$ cat config.mk
export PLATFORM = sky130hd
export DESIGN_NAME = i2c_cmd_sequencer
export DESIGN_NICKNAME = d
export VERILOG_FILES = /design/src/rtl/i2c_seq_pkg.sv /design/src/rtl/i2c_seq_timer.sv /design/src/rtl/i2c_cmd_sequencer.sv
export SDC_FILE = /design/constraint.sdc
export NUM_CORES = 1
export LEC_CHECK = 0
export BUFFER_PORTS_ARGS = -buffer_cell sky130_fd_sc_hd__buf_2
export CORE_ASPECT_RATIO = 1.4
export CORE_UTILIZATION = 45
export CTS_CLUSTER_SIZE = 25
export DETAILED_ROUTE_END_ITERATION = 12
export PLACE_DENSITY = 0.86
export REMOVE_ABC_BUFFERS = 1
export SLEW_MARGIN = 40
export SYNTH_ARGS = -nofsm -noshare
export SYNTH_HDL_FRONTEND = slang
export SYNTH_SLANG_ARGS = --single-unit
$ cat constraint.sdc
create_clock -name clk -period 4 [get_ports clk]
set_input_delay 0.6 -clock clk [delete_from_list [all_inputs] [get_ports clk]]
set_output_delay 0.6 -clock clk [all_outputs]
set_load 0.05 [all_outputs]
$ cat src/rtl/i2c_seq_pkg.sv
// Shared types for the I2C command sequencer: FSM states, response status codes
// and the descriptor size check.
package i2c_seq_pkg;

  typedef enum logic [2:0] {
    IDLE,
    START,
    WAIT,
    ABORT,
    RESP
  } seq_state_e;

  localparam logic [1:0] ST_OK_WR   = 2'd0;
  localparam logic [1:0] ST_OK_RD   = 2'd1;
  localparam logic [1:0] ST_ERR     = 2'd2;
  localparam logic [1:0] ST_TIMEOUT = 2'd3;

  typedef struct packed {
    logic [1:0] status;
    logic [7:0] data;
  } seq_rsp_t;

  // A transfer must move at least one byte and fit the master's data buffer.
  function automatic logic size_in_range(input logic [7:0] size, input int max_bytes);
    return (size != 8'd0) && (int'(size) <= max_bytes);
  endfunction

endpackage

$ cat src/rtl/i2c_seq_timer.sv
// Saturating WAIT-state watchdog; expired asserts once TIMEOUT_CYCLES-1 enabled
// cycles have elapsed since the last clear.
module i2c_seq_timer #(
  parameter int TIMEOUT_CYCLES = 1_000_000
) (
  input  logic clk,
  input  logic rst,
  input  logic clear,
  input  logic enable,
  output logic expired
);

  localparam int CW = $clog2(TIMEOUT_CYCLES + 1);

  logic [CW-1:0] count;

  always_ff @(posedge clk) begin
    if (rst || clear)
      count <= '0;
    else if (enable && (count != CW'(TIMEOUT_CYCLES)))
      count <= count + 1'b1;
  end

  assign expired = (count >= CW'(TIMEOUT_CYCLES - 1));

endmodule

$ cat src/rtl/i2c_cmd_sequencer.sv
// Sequencer in front of the I2C master: accepts one descriptor, runs it on the
// master with a timeout/abort path, and returns exactly one response per command.
module i2c_cmd_sequencer
  import i2c_seq_pkg::*;
#(
  parameter int DATA_WIDTH     = 9,
  parameter int TIMEOUT_CYCLES = 1_000_000,
  parameter int ABORT_CYCLES   = 4
) (
  input  logic                    clk,
  input  logic                    rst,
  input  logic                    cmd_valid,
  output logic                    cmd_ready,
  input  logic [7:0]              cmd_addr,
  input  logic [DATA_WIDTH*8-1:0] cmd_data,
  input  logic [7:0]              cmd_size,
  input  logic [15:0]             cmd_prescaler,
  output logic                    rsp_valid,
  input  logic                    rsp_ready,
  output logic [7:0]              rsp_data,
  output logic [1:0]              rsp_status,
  output logic                    m_start_i2c,
  output logic                    m_i2c_en,
  output logic                    m_int_en,
  output logic [7:0]              m_addr,
  output logic [DATA_WIDTH*8-1:0] m_data_to_send,
  output logic [7:0]              m_data_size,
  output logic [15:0]             m_prescaler,
  input  logic                    m_valid_trans,
  input  logic                    m_valid_recep,
  input  logic                    m_error,
  input  logic [7:0]              m_data_received
);

  localparam int AW = (ABORT_CYCLES > 1) ? $clog2(ABORT_CYCLES) : 1;

  seq_state_e    state, state_n;
  seq_rsp_t      rsp_q, rsp_n;
  logic [AW-1:0] abort_cnt, abort_cnt_n;
  logic          cmd_ready_n, rsp_valid_n, start_n, en_n;
  logic          trans_q, recep_q, error_q;
  logic          trans_rise, recep_rise, error_rise;
  logic          cmd_fire, rsp_fire, expired;

  assign cmd_fire   = cmd_valid && cmd_ready;
  assign rsp_fire   = rsp_valid && rsp_ready;
  assign trans_rise = m_valid_trans && !trans_q;
  assign recep_rise = m_valid_recep && !recep_q;
  assign error_rise = m_error && !error_q;

  assign rsp_data   = rsp_q.data;
  assign rsp_status = rsp_q.status;
  assign m_int_en   = 1'b0;

  i2c_seq_timer #(
    .TIMEOUT_CYCLES(TIMEOUT_CYCLES)
  ) u_timer (
    .clk    (clk),
    .rst    (rst),
    .clear  (state == START),
    .enable (state == WAIT),
    .expired(expired)
  );

  always_comb begin
    state_n     = state;
    rsp_n       = rsp_q;
    abort_cnt_n = abort_cnt;
    cmd_ready_n = 1'b0;
    rsp_valid_n = 1'b0;
    start_n     = 1'b0;
    en_n        = m_i2c_en;
    case (state)
      IDLE: begin
        cmd_ready_n = 1'b1;
        if (cmd_fire) begin
          cmd_ready_n = 1'b0;
          if (size_in_range(cmd_size, DATA_WIDTH)) begin
            state_n = START;
            en_n    = 1'b1;
          end else begin
            state_n     = RESP;
            rsp_valid_n = 1'b1;
            rsp_n       = '{status: ST_ERR, data: 8'h00};
          end
        end
      end
      // Two cycles: the first arms the registered pulse, the second emits it.
      START: begin
        en_n = 1'b1;
        if (!m_start_i2c)
          start_n = 1'b1;
        else
          state_n = WAIT;
      end
      WAIT: begin
        if (error_rise || recep_rise || trans_rise) begin
          state_n     = RESP;
          rsp_valid_n = 1'b1;
          if (error_rise)
            rsp_n = '{status: ST_ERR, data: 8'h00};
          else if (recep_rise)
            rsp_n = '{status: ST_OK_RD, data: m_data_received};
          else
            rsp_n = '{status: ST_OK_WR, data: 8'h00};
        end else if (expired) begin
          state_n     = ABORT;
          en_n        = 1'b0;
          abort_cnt_n = '0;
        end
      end
      ABORT: begin
        en_n = 1'b0;
        if (abort_cnt == AW'(ABORT_CYCLES - 1)) begin
          state_n     = RESP;
          rsp_valid_n = 1'b1;
          rsp_n       = '{status: ST_TIMEOUT, data: 8'h00};
        end else begin
          abort_cnt_n = abort_cnt + 1'b1;
        end
      end
      RESP: begin
        rsp_valid_n = 1'b1;
        if (rsp_fire) begin
          state_n     = IDLE;
          rsp_valid_n = 1'b0;
          cmd_ready_n = 1'b1;
          en_n        = 1'b0;
        end
      end
      default: state_n = IDLE;
    endcase
  end

  always_ff @(posedge clk) begin
    if (rst) begin
      state          <= IDLE;
      rsp_q          <= '0;
      abort_cnt      <= '0;
      cmd_ready      <= 1'b0;
      rsp_valid      <= 1'b0;
      m_start_i2c    <= 1'b0;
      m_i2c_en       <= 1'b0;
      m_addr         <= '0;
      m_data_to_send <= '0;
      m_data_size    <= '0;
      m_prescaler    <= '0;
      trans_q        <= 1'b0;
      recep_q        <= 1'b0;
      error_q        <= 1'b0;
    end else begin
      state       <= state_n;
      rsp_q       <= rsp_n;
      abort_cnt   <= abort_cnt_n;
      cmd_ready   <= cmd_ready_n;
      rsp_valid   <= rsp_valid_n;
      m_start_i2c <= start_n;
      m_i2c_en    <= en_n;
      trans_q     <= m_valid_trans;
      recep_q     <= m_valid_recep;
      error_q     <= m_error;
      if (cmd_fire) begin
        m_addr         <= cmd_addr;
        m_data_to_send <= cmd_data;
        m_data_size    <= cmd_size;
        m_prescaler    <= cmd_prescaler;
      end
    end
  end

endmodule

==> reports/qor.yml <==
status: "completed"
clock-skew-final_ps: 9.75
max_slew.worst_pin.slew_ps: 669
route.vias.total: 5458
startpoint_type: "flip-flop"
wl_mm: 15.3
crit_path_end_kind: "flip-flop"
grt.met2_usage: 0.395
p_per_area_mw_per_mm2: 630
layout.nets: 1021
worst-path-max-fanout: 20
holdBufCountCts: 0
worstPathRequired_ps: 4340
rsz0062_at_grt: "no"
synth_cell_types: 58
use_met3: 0.0839
ff2ff_path_depth: 4
dieWidth_um: 96.3
fmax_ghz: 0.417
clkTransAtPathRegs_ps: 70
min_path_type: "input pin to flip-flop"
peakVddDrop_uv: 337
max_stage_delay_ps: 710
critical_path.reg2reg.endpoint: "u_timer.count[16]$_SDFFE_PP0P_"
syn_avg_cell_area_um2: 8.19
setup_viol: 0
layout_common_cells: "235 x buf_2, 223 x nand2_1, 146 x dfxtp_1"
drt_first_pass_iters: 4
via_per_inst: 5.15
ant_nets: 0
synth.cell_area_mm2: 0.00560
layout_commonest_cell: "buf_2"
start_util: 0.467
synthFlopType: "dfxtp_1"
report.final.slew_viol_count: 0
wl_per_cell_um: 14.4
synth-edff-count: 0
use_met1: 0.228
r2r-start: "state[1]$_SDFFE_PP0P_"
synthCells: 684
clk_path_buf_depth: 2
htreeDepth: 4
power_leakage_nw: 3.33
maxCapViolCount: 0
multi_input_area_mm2: 0.00249
cts-resized-gates: 0
synthArstFlopShare: 0
setup_tns_ps: 0
layout_min_cycle_time_ps: 2400
crit_chain: "nor3b_2 > o21ai_4 > or4_1 > a21oi_1"
grt_max_degree: 95
grt_pass1_vias: 4759
regToRegSetupSlack_ps: 1600
crit_slowest_cell: "dfxtp_1"
final_layout_size_suffix_gt1_frac: 0.308
port_buffers: 236
p_total_mw: 4.70
core_mm2: 0.0120
cp.arrival_ps: 2730
antenna_found_initial: 2
dp_hpwl_mm: 10.9
pin_count: 238
nFillCells: 1090
seqCellArea_mm2: 0.00292
holdPathEnd: "rsp_data[1]$_SDFFE_PP0P_"
min_path_cells: 2
path_class: "flip-flop to flip-flop"
grt_overflow_total: 0
critical_path_buf_inv_count: 0
clock_sinks: 146
synth.area.top_cells: "dfxtp_1 52%, nand2_1 15%, a21oi_1 10%, clkbuf_1 2.0%, nor2_1 1.4%"
hold_violations: 0
synth_top_area_frac: 0.522
slew_headroom: 0.552
drc: 0
die-area_mm2: 0.0129
fin_crit_sh: 0.600
grt_usage: 0.225
areaGrowthSynthToFinish_pct: 33.2
die_y_um: 134
root_buffer: "clkbuf_16"
tritoncts: "built"
row_count: 47
grt_pass1_wl_mm: 22.5
cp_top_family: "simple AND/OR/NAND/NOR gates"
post_cts_buffers: 0
place.gp.congestion: 0.850
ys_warn_count: 0
ys_seq_elements: 146
clk_latency_ps: 410
grt.busiest_layer: "met2"
numCtsBuffers: 17
synth.largest_area_cell: "dfxtp_1"
min-delay-start: "m_data_received[1]"
drtIter0Drc: 220
seq_area_frac_synth: 0.522
-- layout make-up --
class | instances | area share
flip-flops and latches | 146 | 0.392
diodes | 1 | 0.000335
clock buffers | 17 | 0.0570
inverters | 5 | 0.00251
repair buffers | 241 | 0.168
clock inverters | 15 | 0.0225
multi-input cells | 488 | 0.333
well taps | 147 | 0.0246
-- worst max path at each step --
stage	cells after the start	slack [ps]	end	start
after global placement	6	1520	rsp_data[5]$_SDFFE_PP0P_	cmd_size[7]
after floorplan	5	650	rsp_data[0]$_SDFFE_PP0P_	cmd_ready$_SDFF_PP0_
final	4	1600	u_timer.count[16]$_SDFFE_PP0P_	state[1]$_SDFFE_PP0P_
after global routing	4	1410	u_timer.count[16]$_SDFFE_PP0P_	state[1]$_SDFFE_PP0P_
after CTS	4	1630	u_timer.count[16]$_SDFFE_PP0P_	state[1]$_SDFFE_PP0P_
after detailed placement	6	1470	rsp_data[7]$_SDFFE_PP0P_	cmd_size[7]
-- power breakdown --
part           switching [mW]  internal, mW  total, mW  leakage [nW]
clock network           0.673         0.888       1.56         0.289
logic                    1.03         0.370       1.40          1.86
registers               0.122          1.62       1.74          1.19
total                    1.82          2.88       4.70          3.33
-- through the flow --
| step | instances | worst slack, ps | util | instance area, µm² | hold slack (ps) |
|---|---|---|---|---|---|
| 2_1_floorplan | 639 | 655 | - | 5420 | 438 |
| 3_3_place_gp | 1025 | 1520 | 0.569 | 6820 | 439 |
| 3_5_place_dp | 1027 | 1470 | 0.572 | 6860 | 443 |
| 4_1_cts | 1059 | 1630 | 0.622 | 7460 | 386 |
| 5_1_grt | 1060 | 1410 | 0.622 | 7460 | 392 |
| 6_report | 1060 | 1600 | 0.622 | 7460 | 405 |
-- synthesized netlist by cell type, types with 7 or more instances --
cell type	count
xor2_1	9
or4_1	7
a21oi_1	113
nand2_1	224
and3_1	7
clkbuf_1	30
nor2_1	21
dfxtp_1	146
buf_1	11
a22o_1	8
nand3_1	8
-- state kept, by name, summed over array words and instances (netlist names) --
signal,cells
abort_cnt,2
m_prescaler,16
rsp_data,8
m_start_i2c,1
state,3
trans_q,1
m_i2c_en,1
rsp_valid,1
error_q,1
m_data_size,8
recep_q,1
cmd_ready,1
m_data_to_send,72
u_timer.count,20
m_addr,8
rsp_status,2
-- worst register-to-register path: cells and delay by family (launching register included) --
kind | cells | cell delay (ps)
AO/OA/AOI/OAI | 2 | 390
flip-flops | 1 | 710
AND/OR/NAND/NOR | 2 | 1230
-- logic make-up after synthesis --
family,share of synthesized area
simple gates,0.238
mux,0.00893
buf+inv,0.0360
xor+xnor,0.0172
compound gates,0.171
flops,0.522
fa+ha+maj,0.00670
other cells,0.000669
-- routing by layer --
metal,vias up,share of wire
li1,2748,-
met5,-,0.00078
met4,2,0.030
met2,197,0.50
met1,2477,0.38
met3,34,0.088
Note: power is estimated with default switching activity, not from simulation.
